[src/rtl/ctrl_word_pkg.sv]
// ---------------------------------------------------------------------------
// ctrl_word_pkg
// Shared definitions for the packed CPU control-word format.
//
// Word layout, MSB to LSB:
//   rsvd0[15] a[14:12] rsvd1[11] b[10:8] cin[7] c[6:4] rec[3:2]
//   pc_en[1] reg_en[0]
//
// Contents: bit-position constants for every field and reserved bit, field
// widths, and the decoded-field struct ctrl_fields_t.
// ---------------------------------------------------------------------------
package ctrl_word_pkg;

  localparam int WORD_W = 16;
  localparam int CNT_W  = 16;

  // Field widths
  localparam int A_W      = 3;
  localparam int B_W      = 3;
  localparam int CIN_W    = 1;
  localparam int C_W      = 3;
  localparam int REC_W    = 2;
  localparam int PC_EN_W  = 1;
  localparam int REG_EN_W = 1;

  // Field LSB positions
  localparam int RSVD0_POS  = 15;
  localparam int A_LSB      = 12;
  localparam int RSVD1_POS  = 11;
  localparam int B_LSB      = 8;
  localparam int CIN_LSB    = 7;
  localparam int C_LSB      = 4;
  localparam int REC_LSB    = 2;
  localparam int PC_EN_LSB  = 1;
  localparam int REG_EN_LSB = 0;

  typedef struct packed {
    logic [A_W-1:0]      a;
    logic [B_W-1:0]      b;
    logic [CIN_W-1:0]    cin;
    logic [C_W-1:0]      c;
    logic [REC_W-1:0]    rec;
    logic [PC_EN_W-1:0]  pc_en;
    logic [REG_EN_W-1:0] reg_en;
  } ctrl_fields_t;

endpackage

[src/rtl/ctrl_fifo.sv]
// ---------------------------------------------------------------------------
// ctrl_fifo
// Synchronous FIFO of 2^DEPTH_LOG2 entries with a combinational head.
//
// Ports:
//   clk    rising-edge clock
//   reset  synchronous active-high reset; empties the FIFO
//   push   write wdata (ignored while full)
//   wdata  data to write
//   pop    discard the head entry (ignored while empty)
//   head   current head entry (valid while !empty)
//   full   no free entry
//   empty  no stored entry
// ---------------------------------------------------------------------------
module ctrl_fifo #(
  parameter int DATA_W     = 16,
  parameter int DEPTH_LOG2 = 2
) (
  input  logic              clk,
  input  logic              reset,
  input  logic              push,
  input  logic [DATA_W-1:0] wdata,
  input  logic              pop,
  output logic [DATA_W-1:0] head,
  output logic              full,
  output logic              empty
);

  localparam int DEPTH = 1 << DEPTH_LOG2;

  logic [DATA_W-1:0]     mem [DEPTH];
  logic [DEPTH_LOG2-1:0] wr_ptr;
  logic [DEPTH_LOG2-1:0] rd_ptr;
  logic [DEPTH_LOG2:0]   count;
  logic                  do_push;
  logic                  do_pop;

  assign full    = (count == DEPTH[DEPTH_LOG2:0]);
  assign empty   = (count == '0);
  assign do_push = push && !full;
  assign do_pop  = pop && !empty;
  assign head    = mem[rd_ptr];

  // Storage carries no reset; only pointers and occupancy are cleared.
  always_ff @(posedge clk) begin
    if (do_push) begin
      mem[wr_ptr] <= wdata;
    end
  end

  always_ff @(posedge clk) begin
    if (reset) begin
      wr_ptr <= '0;
      rd_ptr <= '0;
      count  <= '0;
    end else begin
      if (do_push) begin
        wr_ptr <= wr_ptr + 1'b1;
      end
      if (do_pop) begin
        rd_ptr <= rd_ptr + 1'b1;
      end
      // Simultaneous push and pop leave the occupancy unchanged.
      case ({do_push, do_pop})
        2'b10:   count <= count + 1'b1;
        2'b01:   count <= count - 1'b1;
        default: count <= count;
      endcase
    end
  end

endmodule

[src/rtl/ctrl_word_decoder.sv]
// ---------------------------------------------------------------------------
// ctrl_word_decoder
// Unpacks 16-bit packed control words into individual datapath control
// fields. Words are buffered in ctrl_fifo and issued one per handshake from
// a registered, stallable output stage.
//
// Optional feature: define CTRL_WORD_RSVD_CHECK_EN to enable the sticky
// reserved-bit checker (rsvd_err / err_clr). Without it rsvd_err is 0.
//
// Ports:
//   clk, reset       clock, synchronous active-high reset
//   in_valid/in_word/in_ready   input word stream
//   out_valid/out_ready         output handshake
//   out_a, out_b, out_cin, out_c, out_rec, out_pc_en, out_reg_en
//                    decoded fields, held stable while stalled
//   issued_cnt       wrapping count of output handshakes
//   err_clr          clears rsvd_err
//   rsvd_err         sticky reserved-bit error
// ---------------------------------------------------------------------------
module ctrl_word_decoder
  import ctrl_word_pkg::*;
#(
  parameter int DEPTH_LOG2 = 2
) (
  input  logic              clk,
  input  logic              reset,
  input  logic              in_valid,
  input  logic [WORD_W-1:0] in_word,
  output logic              in_ready,
  output logic              out_valid,
  input  logic              out_ready,
  output logic [A_W-1:0]    out_a,
  output logic [B_W-1:0]    out_b,
  output logic              out_cin,
  output logic [C_W-1:0]    out_c,
  output logic [REC_W-1:0]  out_rec,
  output logic              out_pc_en,
  output logic              out_reg_en,
  output logic [CNT_W-1:0]  issued_cnt,
  input  logic              err_clr,
  output logic              rsvd_err
);

  logic              fifo_full;
  logic              fifo_empty;
  logic [WORD_W-1:0] head;
  logic              push;
  logic              load;
  logic              issue;
  ctrl_fields_t      fields_p0;
  ctrl_fields_t      fields_p1;
  logic              vld_p1;
  logic [CNT_W-1:0]  cnt;

  // in_ready comes from registered occupancy only; no write-through on full.
  assign in_ready = !fifo_full;
  assign push     = in_valid && !fifo_full;
  assign issue    = vld_p1 && out_ready;
  assign load     = !fifo_empty && (!vld_p1 || out_ready);

  ctrl_fifo #(
    .DATA_W     (WORD_W),
    .DEPTH_LOG2 (DEPTH_LOG2)
  ) u_fifo (
    .clk   (clk),
    .reset (reset),
    .push  (push),
    .wdata (in_word),
    .pop   (load),
    .head  (head),
    .full  (fifo_full),
    .empty (fifo_empty)
  );

  // ---- stage p0: field decode of the FIFO head ----
  assign fields_p0.a      = head[A_LSB      +: A_W];
  assign fields_p0.b      = head[B_LSB      +: B_W];
  assign fields_p0.cin    = head[CIN_LSB    +: CIN_W];
  assign fields_p0.c      = head[C_LSB      +: C_W];
  assign fields_p0.rec    = head[REC_LSB    +: REC_W];
  assign fields_p0.pc_en  = head[PC_EN_LSB  +: PC_EN_W];
  assign fields_p0.reg_en = head[REG_EN_LSB +: REG_EN_W];

  // Reserved bits of the head are never decoded.
  logic unused_head_rsvd;
  assign unused_head_rsvd = head[RSVD0_POS] ^ head[RSVD1_POS];

  // ---- stage p1: output register and issue counter ----
  always_ff @(posedge clk) begin
    if (reset) begin
      vld_p1    <= 1'b0;
      fields_p1 <= '0;
      cnt       <= '0;
    end else begin
      if (load) begin
        vld_p1    <= 1'b1;
        fields_p1 <= fields_p0;
      end else if (issue) begin
        vld_p1 <= 1'b0;
      end
      if (issue) begin
        cnt <= cnt + 1'b1;
      end
    end
  end

  assign out_valid  = vld_p1;
  assign out_a      = fields_p1.a;
  assign out_b      = fields_p1.b;
  assign out_cin    = fields_p1.cin;
  assign out_c      = fields_p1.c;
  assign out_rec    = fields_p1.rec;
  assign out_pc_en  = fields_p1.pc_en;
  assign out_reg_en = fields_p1.reg_en;
  assign issued_cnt = cnt;

`ifdef CTRL_WORD_RSVD_CHECK_EN
  logic rsvd_hit;
  logic rsvd_err_q;

  // Checked on accepted input words, so the flag rises at the accept edge.
  assign rsvd_hit = push && (in_word[RSVD0_POS] || in_word[RSVD1_POS]);

  always_ff @(posedge clk) begin
    if (reset) begin
      rsvd_err_q <= 1'b0;
    end else if (rsvd_hit) begin
      rsvd_err_q <= 1'b1;   // a new violation beats a same-edge clear
    end else if (err_clr) begin
      rsvd_err_q <= 1'b0;
    end
  end

  assign rsvd_err = rsvd_err_q;
`else
  logic unused_err_clr;
  assign unused_err_clr = err_clr;
  assign rsvd_err       = 1'b0;
`endif

endmodule

[config.mk]
export PLATFORM = sky130hd
export DESIGN_NAME = ctrl_word_decoder
export DESIGN_NICKNAME = d
export VERILOG_FILES = /design/src/rtl/ctrl_word_pkg.sv /design/src/rtl/ctrl_fifo.sv /design/src/rtl/ctrl_word_decoder.sv
export SDC_FILE = /design/constraint.sdc
export NUM_CORES = 1
export LEC_CHECK = 0
export BUFFER_PORTS_ARGS = -buffer_cell sky130_fd_sc_hd__buf_4
export CELL_PAD_IN_SITES_DETAIL_PLACEMENT = 0
export CELL_PAD_IN_SITES_GLOBAL_PLACEMENT = 2
export CORE_MARGIN = 3
export CORE_UTILIZATION = 42
export CTS_CLUSTER_SIZE = 8
export DETAILED_ROUTE_END_ITERATION = 7
export GPL_TIMING_DRIVEN = 0
export MAX_ROUTING_LAYER = met4
export PLACE_DENSITY_LB_ADDON = 0.08
export SYNTH_ARGS = -nofsm -noshare
export SYNTH_HDL_FRONTEND = slang
export SYNTH_SLANG_ARGS = --single-unit
export TNS_END_PERCENT = 10
[constraint.sdc]
create_clock -name clk -period 5.05 [get_ports clk]
set_input_delay 0.2525 -clock clk [delete_from_list [all_inputs] [get_ports clk]]
set_output_delay 0.2525 -clock clk [all_outputs]
set_load 0.005 [all_outputs]
==> results of run 1 <==
critical path: stages, from the launching register on:
cell	delay [ns]
dfxtp_1	0.39
or3_1	0.40
nand2_1	0.24
buf_2	0.32
nor2_1	0.10
fa_1	0.41
a21oi_1	0.17
nand3_1	0.09
o211ai_1	0.09
layout by cell type (no fill, tap or decap), drive strengths merged, types with 2 or more instances in the layout:
master	instances
xnor2	10
mux4	14
nand2	32
clkbuf	13
nor3	4
nor2b	2
xor2	5
and3	4
a31o	2
or3	2
nand2b	4
nor2	21
dfxtp	38
inv	9
mux2	2
buf	59
edfxtp	56
clkinv	4
and2	2
ha	5
a21oi	22
nand3	8
nor4	4
nand4	8
metal layers:
layer / wire length, um / GRT usage [%]
met2: 3390 / 23.1
met1: 3430 / 21.3
met3: 276 / 2.84
met5: 0 / -
met4: 77 / 5.52
stage by stage:
stage                     hold WS (ns)  worst slack, ns  utilization [%]  cells
after floorplan                  0.351             3.12                -    277
after global placement           0.444             2.79             49.1    433
after detailed placement         0.448             2.75             49.1    433
after CTS                       0.0747             2.72             51.3    449
after global routing            0.0776             2.56             51.3    449
final                           0.0889             2.75             51.3    449
cells by family after synthesis:
logic type	count (synthesis)	share of synthesized area, %
other	1	0.0990
buffers and inverters	21	3.24
multiplexers	17	9.29
flip-flops	94	64.5
adder cells (fa/ha/maj)	6	2.18
AND/OR/NAND/NOR	95	12.6
XOR/XNOR	15	3.97
AO/OA/AOI/OAI	28	4.10
power by group through the flow:
stage	clock network (uW)	logic (uW)	registers, uW
2_1_floorplan	0	442	1020
6_report	478	640	1010
3_3_place_gp	0	650	1030
3_5_place_dp	0	658	1030
4_1_cts	489	659	1010
5_1_grt	521	719	1030
worst paths after layout:
path                        start  depth (start not counted)  slack [ns]                end
setup / recovery  u_fifo.count[0]                          8        2.75    u_fifo.count[2]
hold / removal        in_word[13]                          1        0.09  u_fifo.mem[0][13]
setup reg to reg  u_fifo.count[0]                          8        2.75    u_fifo.count[2]
hold reg to reg          out_a[0]                          2        0.46           out_a[0]
state kept, by name, summed over array words and instances (netlist names):
register       cells
out_cin            1
out_pc_en          1
out_valid          1
out_b              3
u_fifo.count       3
issued_cnt        16
out_a              3
out_c              3
u_fifo.wr_ptr      2
u_fifo.mem        56
out_reg_en         1
u_fifo.rd_ptr      2
out_rec            2
cell type report:
class,count,share of cell area [%]
sequential,94,54.6
multi-input combinational,162,27.3
timing repair buffer,48,8.06
tap,108,3.02
clock buffer,9,2.77
buffer,15,2.24
clock inverter,7,1.51
inverter,6,0.503
==> summary.md, run 1 <==
| Metric | Value |
|---|---|
| Final setup TNS | 0 ns |
| Clock transition at the registers of the reported paths | 0.10 ns |
| Nets in the synthesized netlist | 304 |
| Minimum clock period | 2.30 ns |
| Setup repair after global routing missed its margin | false |
| Sequential cell fraction of total power | 47.5% |
| Category of the worst setup path capture point | register |
| TritonCTS clock tree | built |
| Area of the multi-input gates | 1220 um^2 |
| Total inserted antenna cells | 0 |
| Ys flop type | edfxtp_1 |
| Final routed wirelength across all metal layers | 7180 um |
| Full die area | 10,200 um^2 |
| Arrival time reported for the critical path endpoint | 2.57 ns |
| Global-route total usage across every layer | 15.5% |
| Post-CTS Hold Fix Bufs | 0 |
| Number of cell rows | 34 |
| Final Hold Vio Count | 0 |
| Estimated wirelength of the detail-placed design | 4800 um |
| Placeable core region | 8720 um^2 |
| Required time reported for the critical path endpoint | 5.32 ns |
| Net switching power | 670 uW |
| Detail-routed via count per cell | 5.04 |
| Post-cts sizing count | 0 |
| Max rail drop VDD | 0.206 mV |
| Sequential element share of the synthesized area | 64.5% |
| Fmax | 435 MHz |
| Antenna violation net count after detailed routing | 0 |
| Maximum fanout encountered on the critical timing path | 10 |
| Path category of the worst min-delay check | in2reg |
| Clk sinks | 94 |
| Element type at the critical path start | register |
| Internal Pwr Total | 1460 uW |
| Vias in the first global route | 2,179 |
| Number of filler cells placed in the layout | 771 |
| Top area cells in the synthesized netlist | edfxtp_1, dfxtp_1, mux4_2 |
| Total of buffers placed on input and output ports | 48 |
| Netlist Area Pre-Place | 3790 um^2 |
| Overall via count from detail_route | 2,265 |
| Post-DP Area | 4280 um^2 |
| Total DRC errors in the routed layout | 0 |
| Number of antenna violations at the first check in global routing | 0 |
| Synthesized area per cell | 13.7 um^2 |
| Relative slew slack | 54.9% |
| Proportion of total power due to net switching | 31.4% |
| Final setup violation count | 0 |
| Clock share of power | 22.4% |
| Drt first pass iters | 4 |
| Area fraction of the dominant cell type after synthesis | 44.4% |
| Routability congestion estimate from global placement | 0.764 |
| # Max-Cap Violations | 0 |
| Cell count after synthesis | 277 |
| Vertical die dimension | 101 um |
| Part of the total power dissipated in combinational logic | 30.1% |
| Most frequent cells after synthesis | edfxtp_1, dfxtp_1, nand2_1 |
| Clock latency on the worst-skew pair | 0.36 ns |
| LEAKAGE | 0.00161 uW |
| Final Net Count | 363 |
| Effective utilization at floorplan | 43.4% |
| Buffer count from post-CTS setup fixing | 0 |
| Synthesized flop and latch total | 94 |
| Run status | finished clean |
| Clock root buffer | clkbuf_8 |
| Die outline width | 101 um |
| Fraction of final layout cells sized beyond drive strength 1 | 29.6% |
| Sequential cell area | 2440 um^2 |
| Layout area overhead | 18.1% |
| Final slew viol count | 0 |
| Overall overflow remaining after global route | 0 |
| Power per cell area | 476 nW/um^2 |
| Total clock buffers created by CTS | 9 |
| EDFF count, synth | 56 |
| Cell type with the largest total area after synthesis | edfxtp_1 |
| Type of the worst setup path | reg2reg |
| Crit share post-route | 45.6% |
| First-pass GRT wire length | 11,600 um |
| DRC violation total after the first TritonRoute iteration | 93 |
| Per-cell routed wire length | 16.0 um |
| Num ports | 54 |
| Share of async-settable or async-resettable flops after synthesis | 0% |
| Total power draw | 2130 uW |
| Transition at the pin with the smallest max-transition slack | 0.677 ns |
| Post-route cell area | 4470 um^2 |
| Clock tree skew after final layout | 0.0133 ns |
| Maximum number of pins on one net before global-route repair | 19 |
| CTS H-tree lvls | 3 |
| Buffer depth of the longest clock path | 2 |
| Synth warnings | 0 |
| Distinct cell type count after synthesis | 42 |
| Top-count cell post-synth | edfxtp_1 |
(Power assumes the default switching activity.)
==> run 2, diff against run 1 <==
- CORE_UTILIZATION: 42 -> 35
- clock period: 5.05 -> 1.9 ns (I/O delays scaled with it)
==> run 2 against run 1 <==
Effect of this change: final area rose by 5.9%; core utilization decreased by 5.8 points; sequential power rose to 2.7 times the previous value; critical path type unchanged.
==> summary.md, run 2 (synthesis results as in run 1) <==
| Metric | Value |
|---|---|
| Num ports | 54 (unchanged) |
| Internal Pwr Total | 4040 uW (+180%) |
| Final routed wirelength across all metal layers | 7740 um (+7.8%) |
| Highest-count cells in the layout ignoring fill and taps | edfxtp_1, buf_4, dfxtp_1, nand2_1, a21oi_1 |
| Ordered list of cells on the worst path | or3_4 -> nand2_8 -> buf_12 -> nor2_4 -> fa_2 -> a21oi_1 -> nand3_1 -> o211ai_1 |
| Transition at the pin with the smallest max-transition slack | 0.689 ns (+0.0124 ns) |
| Fmax | 542 MHz (+25%) |
| Run status | finished clean |
| Per-cell routed wire length | 15.7 um (-2.0%) |
| Category of the worst setup path capture point | register |
| Total of buffers placed on input and output ports | 48 (unchanged) |
| Number of cell rows | 37 (+8.8%) |
| Clock share of power | 21.0% (-1.4 points) |
| Maximum number of pins on one net before global-route repair | 18 (-1) |
| Relative slew slack | 54.1% (-0.82 points) |
| Crit share post-route | 97.1% (+52 points) |
| Reg2reg path depth | 8 (unchanged) |
| Minimum clock period | 1.84 ns (-0.457 ns) |
| Number of filler cells placed in the layout | 974 (+26%) |
| R2r endpoint | u_fifo.count[2] |
| Proportion of total power due to net switching | 31.3% (-0.11 points) |
| LEAKAGE | 0.00171 uW (+5.7%) |
| TritonCTS clock tree | built |
| Layout area overhead | 25.1% |
| Final Net Count | 380 (+4.7%) |
| Sequential cell fraction of total power | 45.9% (-1.6 points) |
| CP Buf/Inv Count | 1 (unchanged) |
| Vertical die dimension | 110 um (+9.0%) |
| Endpoint of the worst hold path | u_fifo.count[1] |
| Global-route total usage across every layer | 14.0% (-1.5 points) |
| Number of cells on the worst hold path | 3 (+2) |
| Required time reported for the critical path endpoint | 2.17 ns (-3.15 ns) |
| Estimated wirelength of the detail-placed design | 5030 um (+4.9%) |
| Worst path max stage delay | 0.43 ns (+0.02 ns) |
| Register-to-register setup slack | 0.06 ns (-2.69 ns) |
| Placeable core region | 10,400 um^2 (+19%) |
| Total DRC errors in the routed layout | 0 (unchanged) |
| Clock latency on the worst-skew pair | 0.35 ns (about the same) |
| Register with the most flip-flops | u_fifo.mem |
| Maximum fanout encountered on the critical timing path | 10 (unchanged) |
| Clock root buffer | clkbuf_8 |
| Setup repair after global routing missed its margin | true |
| Buffer depth of the longest clock path | 2 (unchanged) |
| Path category of the worst min-delay check | in2reg |
| Standard cell with the maximum stage delay on the critical path | or3_4 |
| First-pass GRT wire length | 12,200 um (+4.7%) |
| Vias in the first global route | 2,328 (+6.8%) |
| CTS H-tree lvls | 3 (unchanged) |
| Die outline width | 110 um (+9.0%) |
| Part of the total power dissipated in combinational logic | 33.1% (+3.0 points) |
| Type of the worst setup path | reg2reg |
| Clock tree skew after final layout | 0.0109 ns (-0.00243 ns) |
| DRC violation total after the first TritonRoute iteration | 100 (+7.5%) |
| Clk sinks | 94 (unchanged) |
| Full die area | 12,100 um^2 (+19%) |
| Fraction of final layout cells sized beyond drive strength 1 | 31.6% (+1.9 points) |
| Element type at the critical path start | register |
| Dominant delay contributor by cell family on the critical path | simple AND/OR/NAND/NOR gates |
| Net switching power | 1840 uW (+170%) |
| Drt first pass iters | 4 (unchanged) |
| Final setup violation count | 0 (unchanged) |
| Hold Crit Start | reset |
| Detail-routed via count per cell | 4.81 (-4.7%) |
| Routability congestion estimate from global placement | 0.694 (-9.2%) |
| Max rail drop VDD | 0.559 mV (+170%) |
| Antenna violation net count after detailed routing | 0 (unchanged) |
| Cell count after placement | 461 (+6.5%) |
| Effective utilization at floorplan | 36.3% (-7.1 points) |
| Power per cell area | 1240 nW/um^2 (+160%) |
| Worst reg2reg startpoint | u_fifo.count[2] |
| # Max-Cap Violations | 0 (unchanged) |
| Final slew viol count | 0 (unchanged) |
| Total clock buffers created by CTS | 9 (unchanged) |
| Total inserted antenna cells | 0 (unchanged) |
| Overall via count from detail_route | 2,375 (+4.9%) |
| Arrival time reported for the critical path endpoint | 2.11 ns (-0.46 ns) |
| Non-filler cells, final | 494 (+10%) |
| Most common library cell in the layout ignoring fill and taps | edfxtp_1 |
| Final Hold Vio Count | 0 (unchanged) |
| Clock transition at the registers of the reported paths | 0.09 ns (about the same) |
| Number of antenna violations at the first check in global routing | 0 (unchanged) |
| Flip-flop count of the largest register after layout | 56 (unchanged) |
| Worst-case hold slack | 0.0796 ns (-0.00929 ns) |
| Overall overflow remaining after global route | 0 (unchanged) |
[run 2: changes by cell type in the layout (fill, tap and decap cells not counted), moves of 2 or more]
cell | previous run | this run
dlygate4sd3_1 | 0 | 14
buf_4 | 49 | 53
dfxtp_1 | 38 | 35
dfxtp_4 | 0 | 3
buf_2 | 7 | 5
[run 2: what timing repair did]
action                                 in CTS  in global routing
setup buffers                               4                  0
setup endpoints to repair                   2                  7
pin swaps                                   5                  3
hold buffers                               14                  0
resized for setup                          16                  5
endpoints found under the hold margin      56                  0
[run 2: worst min-delay path, stage by stage]
cell and delay (ns):
buf_4 0.12, nand2b_1 0.11, mux2i_1 0.06
[run 2: cell type report]
class / count / area [um^2] / area share (%)
plain buffers: 14 / 106 / 2.25
repair buffers: 66 / 531 / 11.2
clock inverters: 6 / 53.8 / 1.14
multi-input cells: 162 / 1270 / 26.9
well taps: 136 / 170 / 3.59
clock buffers: 10 / 128 / 2.69
inverters: 6 / 22.5 / 0.475
flip-flops and latches: 94 / 2450 / 51.8
[run 2: worst max-delay path by stage]
stage	startpoint	endpoint	slack [ns]	cells after the start
CTS	u_fifo.count[2]	u_fifo.count[2]	0.003	8
finish	u_fifo.count[2]	u_fifo.count[2]	0.06	8
global route	u_fifo.count[2]	u_fifo.count[2]	-0.02	8
detailed placement	u_fifo.count[0]	u_fifo.count[2]	-0.30	8
floorplan	u_fifo.count[0]	u_fifo.count[2]	0.006	9
global placement	u_fifo.count[0]	u_fifo.count[2]	-0.33	8
[run 2: metal layers]
| metal | track usage [%] | vias up | wire (um) |
|---|---|---|---|
| met1 | 19.3 | 1168 | 3690 |
| met3 | 2.45 | 9 | 273 |
| met4 | 4.81 | 0 | 90 |
| met2 | 21.1 | 39 | 3690 |
| met5 | - | - | 0 |
| li1 | - | 1159 | - |
[run 2: power groups by stage]
| stage | Sequential (uW) | Combinational, uW | Clock, uW |
|---|---|---|---|
| detailed placement | 2740 | 1780 | 0 |
| global route | 2740 | 2150 | 1390 |
| CTS | 2700 | 1990 | 1290 |
| global placement | 2730 | 1790 | 0 |
| finish | 2700 | 1950 | 1230 |
| floorplan | 2710 | 1180 | 0 |
[run 2: through the flow]
step	total power, uW	setup slack [ns]	TNS [ns]	utilization [%]	instance area, um^2
floorplan	3890	0.00588	0	-	3790
finish	5880	0.0555	0	45.5	4740
global placement	4520	-0.333	-0.566	41.5	4320
CTS	5980	0.00346	0	45.3	4710
global route	6280	-0.0174	-0.0287	45.5	4740
detailed placement	4520	-0.299	-0.497	41.5	4320
